File: config.mk
export PLATFORM = sky130hd
export DESIGN_NAME = multi_zone_stove
export DESIGN_NICKNAME = d
export VERILOG_FILES = /design/src/rtl/multi_zone_stove.sv
export SDC_FILE = /design/constraint.sdc
export NUM_CORES = 1
export LEC_CHECK = 0
export CAP_MARGIN = 30
export CORE_MARGIN = 2
export CORE_UTILIZATION = 44
export CTS_BUF_LIST = sky130_fd_sc_hd__clkbuf_4 sky130_fd_sc_hd__clkbuf_8
export DETAILED_ROUTE_END_ITERATION = 8
export PLACE_DENSITY = 0.8
export SLEW_MARGIN = 5
export SYNTH_ARGS = -nofsm -noshare
export SYNTH_HDL_FRONTEND = slang
export SYNTH_SLANG_ARGS = --single-unit
File: constraint.sdc
create_clock -name clk -period 3.3 [get_ports clk]
set_input_delay 0.33 -clock clk [delete_from_list [all_inputs] [get_ports clk]]
set_output_delay 0.33 -clock clk [all_outputs]
set_load 0.02 [all_outputs]
File: src/rtl/multi_zone_stove.sv
// rtl/multi_zone_stove.sv - multi-zone cooktop controller: power FSM, zone selection, levels, idle auto-off, 7-seg.
// Residual-heat tracking is built only when STOVE_RESIDUAL_HEAT_EN is defined.
module multi_zone_stove #(
  parameter int ZONES        = 4,
  parameter int MAX_LEVEL    = 9,
  parameter int IDLE_TIMEOUT = 1000,
  parameter int HEAT_HOLD    = 500
) (
  input  logic               clk,
  input  logic               async_reset,
  input  logic               power_toggle,
  input  logic [ZONES-1:0]   surface_toggle,
  input  logic               power_level_inc,
  input  logic               power_level_dec,
  output logic               power_on,
  output logic [ZONES-1:0]   selected,
  output logic [4*ZONES-1:0] power_levels,
  output logic [ZONES-1:0]   hot,
  output logic [8*ZONES-1:0] power_level_7seg_output
);
  localparam logic ST_OFF = 1'b0;
  localparam logic ST_ON  = 1'b1;
  localparam int IW = $clog2(IDLE_TIMEOUT);
  localparam logic [3:0] MAX_LVL = 4'(MAX_LEVEL);
  localparam logic [IW-1:0] IDLE_LAST = IW'(IDLE_TIMEOUT - 1);

  logic               state_q, state_d;
  logic [ZONES-1:0]   sel_q, sel_d;
  logic [4*ZONES-1:0] lvl_q, lvl_d;
  logic [IW-1:0]      idle_q, idle_d;
  logic               any_pulse, clear_all;

  always_comb begin
    state_d   = state_q;
    sel_d     = sel_q;
    lvl_d     = lvl_q;
    idle_d    = idle_q;
    clear_all = 1'b0;
    any_pulse = power_toggle | (|surface_toggle) | power_level_inc | power_level_dec;
    if (state_q == ST_OFF) begin
      if (power_toggle) begin
        state_d   = ST_ON;
        clear_all = 1'b1;
      end
    end else if (power_toggle) begin
      state_d   = ST_OFF;
      clear_all = 1'b1;
    end else if (any_pulse) begin
      idle_d = '0;
      sel_d  = sel_q ^ surface_toggle;
      // inc/dec follow the selection as it stood before this edge
      for (int i = 0; i < ZONES; i++) begin
        if (sel_q[i] && power_level_inc && !power_level_dec && lvl_q[4*i +: 4] < MAX_LVL)
          lvl_d[4*i +: 4] = lvl_q[4*i +: 4] + 4'd1;
        if (sel_q[i] && power_level_dec && !power_level_inc && lvl_q[4*i +: 4] != 4'd0)
          lvl_d[4*i +: 4] = lvl_q[4*i +: 4] - 4'd1;
      end
    end else if (idle_q == IDLE_LAST) begin
      state_d   = ST_OFF;
      clear_all = 1'b1;
    end else begin
      idle_d = idle_q + IW'(1);
    end
    if (clear_all) begin
      sel_d  = '0;
      lvl_d  = '0;
      idle_d = '0;
    end
  end

  always_ff @(posedge clk or negedge async_reset) begin
    if (!async_reset) begin
      state_q <= ST_OFF;
      sel_q   <= '0;
      lvl_q   <= '0;
      idle_q  <= '0;
    end else begin
      state_q <= state_d;
      sel_q   <= sel_d;
      lvl_q   <= lvl_d;
      idle_q  <= idle_d;
    end
  end

`ifdef STOVE_RESIDUAL_HEAT_EN
  localparam int HW = $clog2(HEAT_HOLD + 1);
  logic [ZONES-1:0] hot_q, hot_d;
  logic [HW-1:0]    heat_q [ZONES];
  logic [HW-1:0]    heat_d [ZONES];

  always_comb begin
    hot_d = hot_q;
    for (int i = 0; i < ZONES; i++) begin
      heat_d[i] = heat_q[i];
      if (lvl_d[4*i +: 4] != 4'd0) begin
        hot_d[i]  = 1'b0;
        heat_d[i] = '0;
      end else if (lvl_q[4*i +: 4] != 4'd0) begin
        hot_d[i]  = 1'b1;
        heat_d[i] = HW'(HEAT_HOLD);
      end else if (heat_q[i] != '0) begin
        heat_d[i] = heat_q[i] - HW'(1);
        if (heat_q[i] == HW'(1)) hot_d[i] = 1'b0;
      end
    end
  end

  always_ff @(posedge clk or negedge async_reset) begin
    if (!async_reset) begin
      hot_q <= '0;
      for (int i = 0; i < ZONES; i++) heat_q[i] <= '0;
    end else begin
      hot_q <= hot_d;
      for (int i = 0; i < ZONES; i++) heat_q[i] <= heat_d[i];
    end
  end

  assign hot = hot_q;
`else
  // HEAT_HOLD is at least 1, so this is constant zero
  assign hot = {ZONES{HEAT_HOLD < 1}};
`endif

  function automatic logic [6:0] seg_code(input logic [3:0] v);
    case (v)
      4'd0:    seg_code = 7'h40;
      4'd1:    seg_code = 7'h79;
      4'd2:    seg_code = 7'h24;
      4'd3:    seg_code = 7'h30;
      4'd4:    seg_code = 7'h19;
      4'd5:    seg_code = 7'h12;
      4'd6:    seg_code = 7'h02;
      4'd7:    seg_code = 7'h78;
      4'd8:    seg_code = 7'h00;
      4'd9:    seg_code = 7'h10;
      default: seg_code = 7'h7F;
    endcase
  endfunction

  always_comb begin
    power_level_7seg_output = '1;
    for (int i = 0; i < ZONES; i++) begin
      if (state_q == ST_OFF)
        power_level_7seg_output[8*i +: 8] = hot[i] ? 8'h89 : 8'hFF;
      else
        power_level_7seg_output[8*i +: 8] = {~sel_q[i],
          (hot[i] && lvl_q[4*i +: 4] == 4'd0) ? 7'h09 : seg_code(lvl_q[4*i +: 4])};
    end
  end

  assign power_on     = state_q;
  assign selected     = sel_q;
  assign power_levels = lvl_q;
endmodule

==> Yosys cells after proc, flatten, opt, wreduce, memory -nomap -nowiden <==
Memory sizes are Yosys's and may differ from the RTL's.
Cells that the tools add are included.
{ "totals": {"input_bits": 9, "mem_count": 4, "output_inout_bits": 57, "regBits": 31, "word_cells": 112, "rom_bits": 448} }
{ "mem_list": {"columns": ["memory", "words", "word_bits", "read_ports", "rd_ports_with_merged_regs", "wr", "line", "text"], "rows": [
  ["(name not given)", 16, 7, 1, 0, 0, "125", "case (v)"],
  ["(name not given)", 16, 7, 1, 0, 0, "125", null],
  ["(name not given)", 16, 7, 1, 0, 0, "125", null],
  ["(name not given)", 16, 7, 1, 0, 0, "125", null]
]} }
{ "classes": {"eq_ne": 3, "reduce_logical": 43, "addsub": 9, "muxes": 34, "magnitude_cmp": 4, "bitwise": 8} }
{ "op_table": {"columns": ["operator", "n"], "rows": [
  ["$mux 16", 4],
  ["$mux 10", 5],
  ["$mux 4", 12],
  ["$mux 8", 4],
  ["$logic_and 1x1->1", 24],
  ["$add 4x1->4 const B", 4],
  ["$lt 4x4->1 const B", 4],
  ["$reduce_and 4->1", 4],
  ["$reduce_bool 4->1", 4],
  ["$sub 4x1->4 const B", 4],
  ["$reduce_bool 3->1", 4],
  ["$add 10x1->10 const B", 1],
  ["$eq 10x10->1 const B", 1],
  ["$mux 1", 9],
  ["$reduce_and 3->1", 2],
  ["$not 1->1", 4],
  ["$reduce_bool 2->1", 2],
  ["$reduce_or 4->1", 1],
  ["$xor 4x4->4", 1],
  ["$ne 3x3->1 const B", 1],
  ["$or 1x1->1", 3],
  ["$logic_not 1->1", 2],
  ["$ne 2x1->1 const B", 1]
]} }

==> Longest topological paths before layout <==
{ "depth": {"word_depth": 9, "depth_mapped": 10, "depth_no_buf": 10} }

==> Worst setup path after synthesis <==
Ideal clock, no wire load.
{ "synth_timing": {"path_kind": "register to register", "start": "reg lvl_q[1], in the netlist power_levels[1]", "end": "reg lvl_q[3], in the netlist power_levels[3]", "slack_ps": 543, "setup_ps": 145, "t_required_ps": 3155, "path_buffers": 0, "stages_incl_launch_ff": 10, "period_less_slack_ps": 2757, "arrival_time_ps": 2612, "cell_sequence": "dfrtp_1 inv_1 ha_1 inv_1 o311ai_1 inv_1 ha_1 and3_1 o311ai_0 o221ai_2"} }
{ "synth_between": {"elab_chain_len": 7, "elab_cells_between_ends": 14, "cone_classes": "add/sub (2); order compare (1); mux (6); reduce/logical (5)"} }
{ "synth_rtl": {"columns": ["element", "line", "text"], "rows": [
  ["start, declared", "29", "logic [4*ZONES-1:0] lvl_q, lvl_d;"],
  ["start signal, assigned", "80", "lvl_q <= lvl_d;"],
  ["$add 4x1->4 or $reduce_bool 4->1 (tied branches)", "54, 55", null],
  ["$mux 4 or $logic_and 1x1->1 (tied branches)", "53, 55", null],
  ["$mux 4", "55", "if (sel_q[i] && power_level_dec && !power_level_inc && lvl_q[4*i +: 4] != 4'd0)"],
  ["$mux 16", "48", "end else if (any_pulse) begin"],
  ["$mux 16", "45", "end else if (power_toggle) begin"],
  ["$mux 16", "40", "if (state_q == ST_OFF) begin"],
  ["$mux 16", "64", "if (clear_all) begin"]
]} }
Parallel ways exist; a longest one is shown, timed or not. The select of a mux whose other input is x is not followed.
A chain may end at the register's enable or synchronous reset.

==> Worst setup path after layout <==
{ "layout_timing": {"start": "reg lvl_q[8], in the netlist power_levels[8]", "end": "reg lvl_q[11], in the netlist power_levels[11]"} }
The elaborated chain is that of the path after synthesis.

==> results.py <==
metrics = {
    "critical_path": {
        "cp.required_ns": 3.44,
        "crit_arrival_ns": 3.17,
        "start_kind": "flop",
        "rr_worst_depth": 10,
        "startpoint": "power_levels[8]$_DFFE_PN0P_",
        "crit_path_max_fanout": 8,
        "critical_path_class": "reg -> reg",
        "crit_end": "power_levels[11]$_DFFE_PN0P_",
        "rrSetupSlack_ns": 0.27,
        "worstReg2RegEnd": "power_levels[11]$_DFFE_PN0P_",
        "rr_startpoint": "power_levels[8]$_DFFE_PN0P_",
        "crit_path_end_kind": "flop",
    },
    "clocking": {
        "cts_hold_buf": 0,
        "postCtsSetupBuffers": 0,
        "cts_buffers": 5,
        "path_clk_slew_ns": 0.07,
        "tritoncts": "built",
        "numClockSinks": 31,
        "cts-root-buf": "clkbuf_8",
        "htree_levels": 2,
        "cts_buffer_depth": 2,
        "clk_latency_ns": 0.29,
        "cts-resized-gates": 0,
    },
    "sta": {
        "fmax_ghz": 0.3299,
        "finalHoldViolCount": 0,
        "setup_ws_ns": 0.2684,
        "slew_headroom_pct": 50.21,
        "hold_slack_ns": 0.4323,
        "grt_setup_unrepaired": "no",
        "tightest_slew_ns": 0.7352,
        "final-max-slew-violation-count": 0,
        "setup_viol_count_final": 0,
        "clock_skew_ns": 0.005722,
        "finalSetupTns_ns": 0,
        "period_minus_slack_ns": 3.032,
        "final.period_utilization_pct": 91.87,
    },
    "final_layout": {
        "postLayoutCoreUtil_pct": 57.22,
        "multi_input_area_um2": 2130,
        "nets": 475,
        "area_delta_synth_final_pct": 25.51,
        "drive_above_1_share_pct": 5.530,
        "final_cell_area_um2": 3909,
        "fin_cells": 530,
        "diodes": 0,
        "register_area_um2": 775.7,
        "final.fill_count": 631,
    },
    "synthesis": {
        "synth_top_family_by_area": "compound AO/OA/AOI/OAI gates",
        "ys_top_cells_by_area": "dfrtp_1, ha_1, o21ai_0",
        "yosys.area.top_type": "dfrtp_1",
        "synth_mux_area_share_pct": 0.9642,
        "postSynthAreaPerCell_um2": 8.110,
        "synthCells": 384,
        "ys_warn_count": 0,
        "synthSimpleGateAreaFrac_pct": 20.57,
        "ys_types": 53,
        "async_reset_ff_share_pct": 100.0,
        "synth.most_common_cell": "o21ai_0",
        "synth_compound_area_share_pct": 28.57,
        "ys.flop_type": "dfrtp_1",
        "synth_area_um2": 3114,
        "ys_seq_area_share_pct": 24.91,
        "synth_edf_count": 0,
        "ys_ff_latch": 31,
        "yosysTopAreaCellShare_pct": 24.91,
        "synth_xor_xnor_area_share_pct": 3.094,
        "synthTopCellsByCount": "o21ai_0, nand2_1, dfrtp_1",
        "yosys.area_share.adder_pct": 14.22,
    },
    "job": {
        "maxCapViolations": 0,
    },
    "power": {
        "total_power_mw": 1.277,
        "switching_share_pct": 34.79,
        "p_seq_share_pct": 33.9,
        "power-per-cell-area_nw_per_um2": 326.6,
        "clockPowerShare_pct": 31.2,
        "leakagePower_nw": 1.669,
        "power.share.combinational_pct": 34.9,
        "power.switching_mw": 0.4441,
        "p_int_mw": 0.8324,
        "ir_worst_vdd_v": 0.0001583,
    },
    "grt": {
        "grt_antenna_before_repair": 0,
        "grt.overflow.total": 0,
        "grt_pass1_wl_mm": 13.50,
        "grt_util_all_layers_pct": 21.45,
        "grt_pass1_vias": 2903,
        "grt_max_degree": 45,
    },
    "placed_design": {
        "port_buffers": 61,
        "routabilityCongestion": 0.8851,
        "placed_cells": 522,
        "place_area_um2": 3776,
        "dp_hpwl_mm": 5.657,
        "dpl_worst_slack_ns": 0.2701,
    },
    "floorplan": {
        "start_util_pct": 45.59,
        "die_area_um2": 7767,
        "fp.dieW_um": 88.13,
        "core_um2": 6832,
        "row_count": 30,
        "io-pin-count": 66,
        "die_y_um": 88.13,
    },
    "outcome": {
        "status": "finished, final reports clean",
    },
    "detailed_routing": {
        "routed_wl_mm": 8.008,
        "vias": 3086,
        "first_pass_iters": 5,
        "drt_iter0_markers": 204,
        "post_drt_wl_per_cell_um": 15.11,
        "ant_nets": 0,
        "vias_per_cell": 5.823,
        "drc": 0,
    },
    "worst_hold_path": {
        "hold_path_class": "in -> async",
    },
}
==> power groups by stage <==
stage               clock [mW]  sequential, mW  combinational (mW)
floorplan                    0           0.436               0.241
global placement             0           0.438               0.436
detailed placement           0           0.439               0.445
CTS                      0.406           0.432               0.447
global route             0.417           0.437               0.484
finish                   0.398           0.433               0.446
==> worst min-delay path by stage <==
stage / startpoint / endpoint / slack [ns] / cells after the start
4_1_cts: async_reset / power_levels[1]$_DFFE_PN0P_ / 0.45 / 2
5_1_grt: async_reset / power_levels[1]$_DFFE_PN0P_ / 0.48 / 2
2_1_floorplan: async_reset / idle_q[0]$_DFFE_PN0P_ / 0.03 / 0
6_report: async_reset / power_levels[1]$_DFFE_PN0P_ / 0.43 / 2
3_5_place_dp: idle_q[9]$_DFFE_PN0P_ / idle_q[9]$_DFFE_PN0P_ / 0.55 / 2
3_3_place_gp: idle_q[9]$_DFFE_PN0P_ / idle_q[9]$_DFFE_PN0P_ / 0.52 / 2
==> area by class of cell <==
| type | count | area share, % |
|---|---|---|
| multi-input cells | 302 | 54.48 |
| flip-flops and latches | 31 | 19.85 |
| inverters | 28 | 2.689 |
| repair buffers | 65 | 16.90 |
| clock inverters | 2 | 0.8963 |
| well taps | 96 | 3.073 |
| clock buffers | 6 | 2.113 |
==> sequential cells by signal, indices dropped and copies added (netlist names) <==
| register | flops |
|---|---|
| idle_q | 10 |
| selected | 4 |
| power_on | 1 |
| power_levels | 16 |
==> placed cells by master, fill, tap and decap left out, drive strengths merged, types with 4 or more instances in the layout <==
| cell | Yosys | final |
|---|---|---|
| a211oi | 4 | 4 |
| a21o | 4 | 4 |
| a21oi | 32 | 32 |
| and3 | 7 | 7 |
| and3b | 4 | 4 |
| buf | 9 | 4 |
| clkbuf | 17 | 6 |
| clkdlybuf4s50 | 0 | 61 |
| conb | 1 | 4 |
| dfrtp | 31 | 31 |
| fa | 4 | 4 |
| ha | 29 | 29 |
| inv | 27 | 27 |
| nand2 | 32 | 32 |
| nand2b | 9 | 9 |
| nand3 | 9 | 9 |
| nand4 | 14 | 14 |
| nor2 | 23 | 23 |
| nor2b | 5 | 5 |
| nor3 | 4 | 4 |
| o2111ai | 13 | 13 |
| o211ai | 13 | 13 |
| o21ai | 36 | 36 |
| o221ai | 8 | 8 |
| o311ai | 8 | 8 |
| o31a | 4 | 4 |
| or2 | 4 | 4 |
| xor2 | 8 | 8 |
==> layer usage <==
| metal | global-route usage, % | up-vias | share of wire (%) |
|---|---|---|---|
| met3 | 2.733 | 10 | 5.3 |
| li1 | - | 1502 | - |
| met1 | 28.86 | 1468 | 45 |
| met4 | 5.647 | 0 | 1.2 |
| met2 | 36.57 | 106 | 48 |
| met5 | 0 | - | 0 |
==> critical path, cell delays in order (launching register included) <==
cell and delay, ns:
dfrtp_1 0.50, inv_1 0.20, ha_1 0.17, inv_1 0.05, o311ai_1 0.62, inv_1 0.27
ha_1 0.39, and3_1 0.18, o221ai_1 0.21, o31a_1 0.18, o221ai_1 0.12
==> logic make-up after synthesis <==
logic type / after synthesis
XOR/XNOR: 11
multiplexers: 3
AND/OR/NAND/NOR: 120
adder cells (fa/ha/maj): 33
AO/OA/AOI/OAI: 131
buffers and inverters: 54
other: 1
flip-flops: 31
(Power assumes the default switching activity.)
==> patch, RTL diff (config.mk and constraints unchanged) <==
Set the parameter `IDLE_TIMEOUT` to 4000 (it was 1000).
--- a/src/rtl/multi_zone_stove.sv
+++ b/src/rtl/multi_zone_stove.sv
@@ -3,7 +3,7 @@
 module multi_zone_stove #(
   parameter int ZONES        = 4,
   parameter int MAX_LEVEL    = 9,
-  parameter int IDLE_TIMEOUT = 1000,
+  parameter int IDLE_TIMEOUT = 4000,
   parameter int HEAT_HOLD    = 500
 ) (
   input  logic               clk,
Behaviour: no difference found for any inputs over 10 cycles, from zero or initial values and one cycle with async_reset low; that may be too few to reach the edited logic, so the function may still have changed.
==> patch against the original RTL <==
  * Via count down 14%
  * Power up 0.52%
  * Cell area down 6.2%
  * Synthesized cell count down 8.9%
  * First-iteration DRC count down 26%
  * Setup slack better by 0.33 ns
  * Sequential cell count up 2
  * Wire length down 14%
  * Synthesized area down 6.8%
  * Critical path type is now reg2out
==> patch: results <==
[run_status]
status = finished clean

[setup_path]
r2r_cells = 8
r2r_start = power_levels[1]
r2r_setup_slack_ns = 0.87
r2r_end = power_levels[3]
crit_fanout = 10
cpPeakStageDelay_ns = 0.59
crit_arrival_ns = 2.38
crit_slowest_cell = clkdlybuf4s50_1

[global_routing]
use_met2 = 0.3310
grt_pass1_wl_um = 11870
grt_pass1_vias = 2487

[finish]
finalNonFillerCells = 484
fin_nets = 448
nNonClkBuffers = 63
comb.multi_input.count = 281
nNonClkInverters = 22
buf_share = 0.1706
drive_gt1_frac = 0.08600
clkCellAreaFrac = 0.03275
multi_input_area_um2 = 1917
utilization = 0.5775
seqCellArea_um2 = 825.8
clock_buffers = 7
fillCellCount = 560

[drt]
wirelength_um = 6887
met1Wirelength_um = 3161
dr_total_vias = 2643
first_pass_iters = 4
met3_length_um = 348
dr_wl_met2_um = 3300
drt_iter0_drc = 150

[yosys]
synth.ff_latch_count = 33
seq_area_frac_synth = 0.2845
yosys-top-cells-area = dfrtp_1, ha_1, o21ai_0
synth.distinct_cells = 45

[timing]
hold_ws_ns = 0.4336
max_clock_freq_mhz = 369.6
worst_pin_slew_ns = 0.7538
finClkSkew_ns = 0.006669

[placed_design]
hpwl_um = 5043
gp_congestion = 0.8585

[power]
p_comb_frac = 0.330
total_leakage_power_nw = 1.672
switching_share = 0.3262
ir_drop_uv = 251.6
pwr-share-clk = 0.316

[floorplanning]
dieArea_um2 = 7263
[patch: changes by cell type in the layout (fill, tap and decap cells not counted), sizes merged, moves of 5 or more]
cell,delta
a21o,+5
a22o,+10
inv,-5
nand2,-6
nand3,-7
nand4,-12
nor2,+19
o2111ai,-12
o211ai,-13
o21ai,+5
o221ai,-8
o22ai,+5
o311ai,-7
[patch: logic make-up after synthesis]
family,share of synthesized area
compound gates,0.2293
xor+xnor,0.03922
fa+ha+maj,0.1526
buf+inv,0.05905
flops,0.2845
mux,0.03621
other cells,0.001292
simple gates,0.1978
[patch: worst max-delay path by stage]
stage,start,to,depth (start not counted)
2_1_floorplan,power_levels[1],power_levels[3],8
3_3_place_gp,power_level_dec,power_levels[3],8
3_5_place_dp,power_level_dec,power_levels[11],8
4_1_cts,power_levels[1],power_level_7seg_output[0],6
5_1_grt,power_levels[1],power_level_7seg_output[0],6
6_report,power_levels[1],power_level_7seg_output[0],6
